==> src/rtl/instr_encoder_if.sv <==
// Request and imem-write bundle between an instruction source and instr_encoder.
// The master side issues field-level requests; the slave side is the encoder.
interface instr_encoder_if #(
    parameter int unsigned ADDR_W = 6
);
    logic              in_valid;
    logic              in_ready;
    logic [2:0]        in_op;
    logic [4:0]        in_rs;
    logic [4:0]        in_rt;
    logic [4:0]        in_rd;
    logic [4:0]        in_shamt;
    logic [5:0]        in_funct;
    logic [25:0]       in_imm;
    logic              flush;
    logic              imem_we;
    logic [ADDR_W-1:0] imem_addr;
    logic [31:0]       imem_wdata;
    logic [ADDR_W:0]   count;
    logic              err_op;
    logic              done;

    modport master (
        output in_valid, in_op, in_rs, in_rt, in_rd, in_shamt, in_funct, in_imm, flush,
        input  in_ready, imem_we, imem_addr, imem_wdata, count, err_op, done
    );

    modport slave (
        input  in_valid, in_op, in_rs, in_rt, in_rd, in_shamt, in_funct, in_imm, flush,
        output in_ready, imem_we, imem_addr, imem_wdata, count, err_op, done
    );
endinterface

==> src/rtl/instr_encoder.sv <==
// Boot loader: encodes field-level requests into MIPS words and writes them
// sequentially into imem, one cycle after each accept.
module instr_encoder #(
    parameter int unsigned ADDR_W    = 6,
    parameter int unsigned BASE_ADDR = 0
) (
    input  logic            clk,
    input  logic            rst,
    instr_encoder_if.slave  bus
);
    localparam logic [ADDR_W:0] Capacity = (ADDR_W+1)'(2**ADDR_W);

    typedef enum logic [1:0] {StRun, StFull, StDone} state_e;

    state_e            state_q, state_d;
    logic [ADDR_W-1:0] ptr_q, ptr_d;
    logic [ADDR_W:0]   count_q, count_d;
    logic              we_q, we_d;
    logic [ADDR_W-1:0] addr_q, addr_d;
    logic [31:0]       wdata_q, wdata_d;
    logic              err_q, err_d;
    logic              accept;
    logic [31:0]       enc;

    always_comb begin
        enc = '0;
        case (bus.in_op)
            3'd0:    enc = {6'h00, bus.in_rs, bus.in_rt, bus.in_rd, bus.in_shamt, bus.in_funct};
            3'd1:    enc = {6'h23, bus.in_rs, bus.in_rt, bus.in_imm[15:0]};
            3'd2:    enc = {6'h2B, bus.in_rs, bus.in_rt, bus.in_imm[15:0]};
            3'd3:    enc = {6'h04, bus.in_rs, bus.in_rt, bus.in_imm[15:0]};
            3'd4:    enc = {6'h08, bus.in_rs, bus.in_rt, bus.in_imm[15:0]};
            3'd5:    enc = {6'h02, bus.in_imm};
            3'd6:    enc = {6'h03, bus.in_imm};
            default: enc = '0;
        endcase
    end

    always_comb begin
        state_d = state_q;
        ptr_d   = ptr_q;
        count_d = count_q;
        we_d    = 1'b0;
        addr_d  = addr_q;
        wdata_d = wdata_q;
        err_d   = err_q;
        accept  = bus.in_valid && (state_q == StRun);

        if (accept) begin
            if (bus.in_op == 3'd7) begin
                err_d = 1'b1;
            end else begin
                we_d    = 1'b1;
                addr_d  = ptr_q;
                wdata_d = enc;
                ptr_d   = ptr_q + ADDR_W'(1);
                count_d = count_q + (ADDR_W+1)'(1);
            end
        end

        // Filling the memory takes precedence over a simultaneous flush; both halt the loader.
        if (state_q == StRun) begin
            if (count_d == Capacity) begin
                state_d = StFull;
            end else if (bus.flush) begin
                state_d = StDone;
            end
        end
    end

    always_ff @(posedge clk) begin
        if (rst) begin
            state_q <= StRun;
            ptr_q   <= ADDR_W'(BASE_ADDR);
            count_q <= '0;
            we_q    <= 1'b0;
            addr_q  <= '0;
            wdata_q <= '0;
            err_q   <= 1'b0;
        end else begin
            state_q <= state_d;
            ptr_q   <= ptr_d;
            count_q <= count_d;
            we_q    <= we_d;
            addr_q  <= addr_d;
            wdata_q <= wdata_d;
            err_q   <= err_d;
        end
    end

    assign bus.in_ready   = (state_q == StRun);
    assign bus.done       = (state_q != StRun);
    assign bus.imem_we    = we_q;
    assign bus.imem_addr  = addr_q;
    assign bus.imem_wdata = wdata_q;
    assign bus.count      = count_q;
    assign bus.err_op     = err_q;
endmodule

==> src/flat_wrapper.sv <==
// flat-port wrapper written by rule: the top's interface ports become plain ports
module instr_encoder_flat 
#(
    parameter int unsigned ADDR_W    = 6,
    parameter int unsigned BASE_ADDR = 0
)
  (clk, rst, bus_in_valid, bus_in_op, bus_in_rs, bus_in_rt, bus_in_rd, bus_in_shamt, bus_in_funct, bus_in_imm, bus_flush, bus_in_ready, bus_imem_we, bus_imem_addr, bus_imem_wdata, bus_count, bus_err_op, bus_done);
  instr_encoder_if #(.ADDR_W(ADDR_W)) bus_i ();
  input  logic clk;
  input  logic rst;
  input wire logic [$bits(bus_i.in_valid)-1:0] bus_in_valid;
  input wire logic [$bits(bus_i.in_op)-1:0] bus_in_op;
  input wire logic [$bits(bus_i.in_rs)-1:0] bus_in_rs;
  input wire logic [$bits(bus_i.in_rt)-1:0] bus_in_rt;
  input wire logic [$bits(bus_i.in_rd)-1:0] bus_in_rd;
  input wire logic [$bits(bus_i.in_shamt)-1:0] bus_in_shamt;
  input wire logic [$bits(bus_i.in_funct)-1:0] bus_in_funct;
  input wire logic [$bits(bus_i.in_imm)-1:0] bus_in_imm;
  input wire logic [$bits(bus_i.flush)-1:0] bus_flush;
  output wire logic [$bits(bus_i.in_ready)-1:0] bus_in_ready;
  output wire logic [$bits(bus_i.imem_we)-1:0] bus_imem_we;
  output wire logic [$bits(bus_i.imem_addr)-1:0] bus_imem_addr;
  output wire logic [$bits(bus_i.imem_wdata)-1:0] bus_imem_wdata;
  output wire logic [$bits(bus_i.count)-1:0] bus_count;
  output wire logic [$bits(bus_i.err_op)-1:0] bus_err_op;
  output wire logic [$bits(bus_i.done)-1:0] bus_done;
  assign bus_i.in_valid = bus_in_valid;
  assign bus_i.in_op = bus_in_op;
  assign bus_i.in_rs = bus_in_rs;
  assign bus_i.in_rt = bus_in_rt;
  assign bus_i.in_rd = bus_in_rd;
  assign bus_i.in_shamt = bus_in_shamt;
  assign bus_i.in_funct = bus_in_funct;
  assign bus_i.in_imm = bus_in_imm;
  assign bus_i.flush = bus_flush;
  assign bus_in_ready = bus_i.in_ready;
  assign bus_imem_we = bus_i.imem_we;
  assign bus_imem_addr = bus_i.imem_addr;
  assign bus_imem_wdata = bus_i.imem_wdata;
  assign bus_count = bus_i.count;
  assign bus_err_op = bus_i.err_op;
  assign bus_done = bus_i.done;
  instr_encoder #(.ADDR_W(ADDR_W), .BASE_ADDR(BASE_ADDR)) u_core (.clk(clk), .rst(rst), .bus(bus_i));
endmodule
==> config.mk <==
export PLATFORM = sky130hd
export DESIGN_NAME = instr_encoder_flat
export DESIGN_NICKNAME = d
export VERILOG_FILES = /design/src/rtl/instr_encoder_if.sv /design/src/rtl/instr_encoder.sv /design/src/flat_wrapper.sv
export SDC_FILE = /design/constraint.sdc
export NUM_CORES = 1
export LEC_CHECK = 0
export CORE_ASPECT_RATIO = 0.5
export CORE_MARGIN = 1
export CORE_UTILIZATION = 45
export CTS_CLUSTER_DIAMETER = 120
export DETAILED_ROUTE_END_ITERATION = 10
export PLACE_DENSITY = 0.92
export SLEW_MARGIN = 30
export SYNTH_ARGS = -nofsm -noshare
export SYNTH_HDL_FRONTEND = slang
export SYNTH_SLANG_ARGS = --single-unit
==> constraint.sdc <==
create_clock -name clk -period 5.6 [get_ports clk]
set_clock_uncertainty 0.2 [all_clocks]
set_input_delay 1.12 -clock clk [delete_from_list [all_inputs] [get_ports clk]]
set_output_delay 1.12 -clock clk [all_outputs]
set_load 0.05 [all_outputs]
Yosys cells after proc, flatten, opt, wreduce, memory -nomap -nowiden

Index checks and enable logic that the tools add are counted.

Bits in registers: 55
Input bits: 59

Reductions and logical operators: 9
Muxes and demuxes: 6
Add/subtract/negate cells: 2
Equal/unequal tests: 8
Bitwise logic cells: 2

Operators by type and width:

| cell                | count |
|---|---|
| $pmux 32 s7         | 1 |
| $mux 7              | 2 |
| $eq 3x3->1 const B  | 4 |
| $add 7x1->7 const B | 1 |
| $eq 7x7->1 const B  | 1 |
| $add 6x1->6 const B | 1 |
| $eq 3x2->1 const B  | 2 |
| $reduce_and 2->1    | 3 |
| $mux 2              | 2 |
| $reduce_bool 2->1   | 2 |
| $eq 3x1->1 const B  | 1 |
| $logic_not 3->1     | 1 |
| $logic_not 2->1     | 1 |
| $not 1->1           | 2 |
| $reduce_or 2->1     | 1 |
| $logic_and 1x1->1   | 1 |
| $mux 1              | 1 |

Longest topological paths before layout

Depth after elaboration: 6
Gate-level depth with buffers: 8
Gate-level depth less buffers: 7

Least setup slack after synthesis

OpenSTA, ideal clock, no wires.

Path type: flip-flop to output port
Start: reg u_core.state_q[0]
End: out bus_done
Setup slack: 2778 ps
Stages on the path, launching flop included: 3
Buffers on the path: 0
Data arrival time: 1502 ps
Data required time: 4280 ps
Cells stage by stage: dfxtp_1 nor2_1 inv_1

Longest elaborated chain between the ends: 1

Ends and longest elaborated chain:

| item                   | line                | source |
|---|---|---|
| from (decl)            | instr_encoder.sv:15 | `state_e state_q, state_d;` |
| from (signal assigned) | instr_encoder.sv:73 | `state_q <= StRun;` |
| from (signal assigned) | instr_encoder.sv:81 | `state_q <= state_d;` |
| $reduce_bool 2->1      | instr_encoder.sv:92 | `assign bus.done = (state_q != StRun);` |
| to (decl)              | flat_wrapper.sv:26  | `output wire logic [$bits(bus_i.done)-1:0] bus_done;` |

No other way between the ends.

Worst setup path in the final report

Start: in bus_in_op[0]
End: reg u_core.wdata_q[11] (netlist: u_core.bus.imem_wdata[11])

Longest elaborated chain between the ends: 3
Elaborated cells on any way between the ends: 11

Ends and longest elaborated chain:

| item                                                                | line                | source |
|---|---|---|
| from (decl)                                                         | flat_wrapper.sv:12  | `input wire logic [$bits(bus_i.in_op)-1:0] bus_in_op;` |
| parallel branches: the longest is 3 deep, another holds $pmux 32 s7 | --                  |  |
| to (signal assigned)                                                | instr_encoder.sv:86 | `wdata_q <= wdata_d;` |
| to (decl)                                                           | instr_encoder.sv:20 | `logic [31:0] wdata_q, wdata_d;` |

Parallel ways; which one is timed is not known.
A chain may end at the register's enable or synchronous reset.

==> flow_summary_export.csv <==
group,metric,value,unit
outcome,outcome,"completed",
placement,hpwl,4.77,mm
timing,slew_viol_final,0,
yosys,synth_area_per_cell,8.97,µm²
grt,grt_start_max_net_pins,55,
grt,grtUsageMet2,45.8,%
yosys,syn-instance-count,274,
critical_path,path_cells,"clkdlybuf4s50_1 -> inv_1 -> ha_1 -> nor2_1 -> nand3_1 -> a22o_1 -> a22oi_1 -> nor2_1",
clock_network,clock-root-buffer,"clkbuf_8",
finish,drive_gt1_share,4.88,%
critical_path,crit_arrival,3.34,ns
timing,rsz0062_at_grt,"no",
grt,grt_busiest_layer,"met2",
critical_path,crit_type,"input pin to register",
timing,finalSetupTns,0,ns
route,ant_nets,0,
clock_network,cts_tree,"yes",
route,wl_per_cell,15.8,µm
critical_path,cp_top_family,"simple AND/OR/NAND/NOR gates",
floorplan,die_y,54.3,µm
clock_network,numCtsBuffers,5,
yosys,yosys_warnings,0,
clock_network,post-cts-setup-buffers,0,
hold_path,hold_path_class,"register to register",
grt,antenna_found_initial,0,
timing,tightest_slew,0.939,ns
finish,layout_commonest_cell,"clkdlybuf4s50_1",
grt,gr-total-overflow,0,
yosys,ys_types,39,
placement,port_buffers,106,
yosys,syn_nets,339,
route,vias,2427,
timing,fmax,296,MHz
grt,grtUsageMet1,27.5,%
floorplan,die-area,0.00578,mm²
timing,min_period,3.38,ns
timing,max_slew_margin,37.4,%
clock_network,numClockSinks,54,
floorplan,die_x,107,µm
finish,nets,433,
grt,grt_use_total,24.5,%
power,vdd_drop_max,0.138,mV
timing,finalCritPeriodShare,60.3,%
finish,antenna_cells,0,
power,p_leak,1.34,nW
floorplan,ioPinCount,108,
critical_path,cp-start-kind,"input pin",
clock_network,cts.clk_slew.worst_paths,0.11,ns
clock_network,htreeDepth,2,
yosys,synth_seq_cells,54,
floorplan,core,0.00509,mm²
clock_network,clk_latency,0.31,ns
timing,timing.hold.ws,0.262,ns
grt,grt_pass1_vias,2261,
route,drt_iter0_drc,137,
critical_path,crit_fanout,16,
clock_network,hold_buffers,0,
grt,globalRouteMet3Util,5.00,%
route,wl,6.94,mm
grt,grt_pass1_wl,10.9,mm
critical_path,cp_num_buf_inv,2,
power,p_per_area,245,mW/mm²
clock_network,clk_path_buf_depth,2,
yosys,ys_seq_area_share,44.0,%
critical_path,cp_slowest_stage_delay,0.51,ns
floorplan,start_util,48.3,%
finish,final_cell_mix,"clkdlybuf4s50_1 (105), dfxtp_1 (54), nor2_1 (47), a22o_1 (26), a22oi_1 (26)",
route,dr.pass1.iters,4,
critical_path,worstPathRequired,5.56,ns
critical_path,slowest_stage,"clkdlybuf4s50_1",
timing,hold_viol,0,
route,drcViolationCount,0,
floorplan,std_cell_rows,18,
yosys,syn_area,0.00246,mm²
critical_path,cp-end-kind,"register",
placement,place_congestion,0.849,
finish,area_growth,47.7,%
critical_path,reg2reg_slack,3.46,ns
timing,setup_viol,0,
critical_path,crit_top_cell,"nor2_1",
flow_run,max_cap_violations,0,
clock_network,cts-resized-gates,0,
route,via_per_inst,5.53,
==> kinds of logic after synthesis <==
group	count (synthesis)	share of synthesized area (%)
AO/OA/AOI/OAI	77	23.4
XOR/XNOR	13	4.63
adder cells (fa/ha/maj)	6	3.05
buffers and inverters	25	4.99
flip-flops	54	44.0
other	1	0.153
AND/OR/NAND/NOR	98	19.8
==> synth_stat cells, drive strengths merged <==
library cell / instances / area (µm²)
dfxtp: 54 / 1080
nand4: 3 / 18.8
inv: 5 / 18.8
nand3: 3 / 15.0
o21ba: 1 / 10.0
nand4b: 1 / 8.76
a21oi: 16 / 83.8
a22o: 26 / 228
nor3b: 1 / 18.8
conb: 1 / 3.75
nor2: 48 / 196
and3: 2 / 12.5
a31oi: 2 / 12.5
and2: 2 / 12.5
or2: 1 / 6.26
ha: 6 / 75.1
nor4b: 1 / 23.8
a41oi: 1 / 8.76
or3b: 1 / 8.76
o21ai: 1 / 5.00
xor2: 7 / 61.3
nor3: 6 / 41.3
and4: 2 / 17.5
o21bai: 1 / 7.51
nand2b: 1 / 6.26
nand2: 25 / 93.8
nor2b: 1 / 6.26
xnor2: 6 / 52.6
a211oi: 1 / 7.51
a311oi: 2 / 17.5
a22oi: 26 / 195
buf: 14 / 81.3
clkbuf: 6 / 22.5
==> per-layer routing <==
metal	share of wire, %	wire (µm)
met4	3.8	263
met2	52	3640
met1	39	2700
met3	4.9	337
met5	0	0
==> registers in the layout, summed over array words and instances (netlist names) <==
signal	count
u_core.bus.imem_wdata	31
u_core.bus.count	7
u_core.bus.imem_addr	6
u_core.ptr_q	6
u_core.state_q	2
u_core.bus.err_op	1
u_core.bus.imem_we	1
==> cell type report <==
type | count | area, µm²
well taps | 70 | 87.6
clock inverters | 3 | 47.5
clock buffers | 5 | 68.8
fillers | 366 | 1460
multi-input cells | 195 | 1260
flip-flops and latches | 54 | 1080
repair buffers | 107 | 1060
inverters | 5 | 18.8
==> final timing paths <==
path | startpoint | to | cells after the start
max reg2reg | u_core.state_q[0]$_SDFFE_PP0P_ | u_core.bus.imem_wdata[11]$_SDFFE_PP0P_ | 5
min | u_core.bus.imem_addr[5]$_SDFFE_PP0P_ | u_core.bus.imem_addr[5]$_SDFFE_PP0P_ | 2
min reg2reg | u_core.bus.imem_addr[5]$_SDFFE_PP0P_ | u_core.bus.imem_addr[5]$_SDFFE_PP0P_ | 2
max | bus_in_op[0] | u_core.bus.imem_wdata[11]$_SDFFE_PP0P_ | 8
==> through the flow <==
step | power (mW) | cell area (µm²) | worst slack, ns | instances | utilization [%]
global route | 0.925 | 3630 | 2.02 | 439 | 71.4
finish | 0.888 | 3630 | 2.22 | 439 | 71.4
floorplan | 0.542 | 2460 | 2.78 | 274 | -
global placement | 0.616 | 3510 | 2.10 | 431 | 68.9
detailed placement | 0.623 | 3510 | 1.97 | 431 | 69.0
CTS | 0.890 | 3630 | 2.26 | 439 | 71.3
==> tightest hold or removal path: stages (launching register included) <==
cell and delay, ns:
dfxtp_1 0.32, nand2_1 0.05, a21oi_1 0.05
==> report_power, final <==
group	leakage (nW)	switching, mW	internal [mW]
registers	0.439	0.0116	0.398
clock network	0.0587	0.134	0.136
logic	0.848	0.117	0.0912
total	1.34	0.263	0.625
Note: power is estimated with default switching activity, not from simulation.
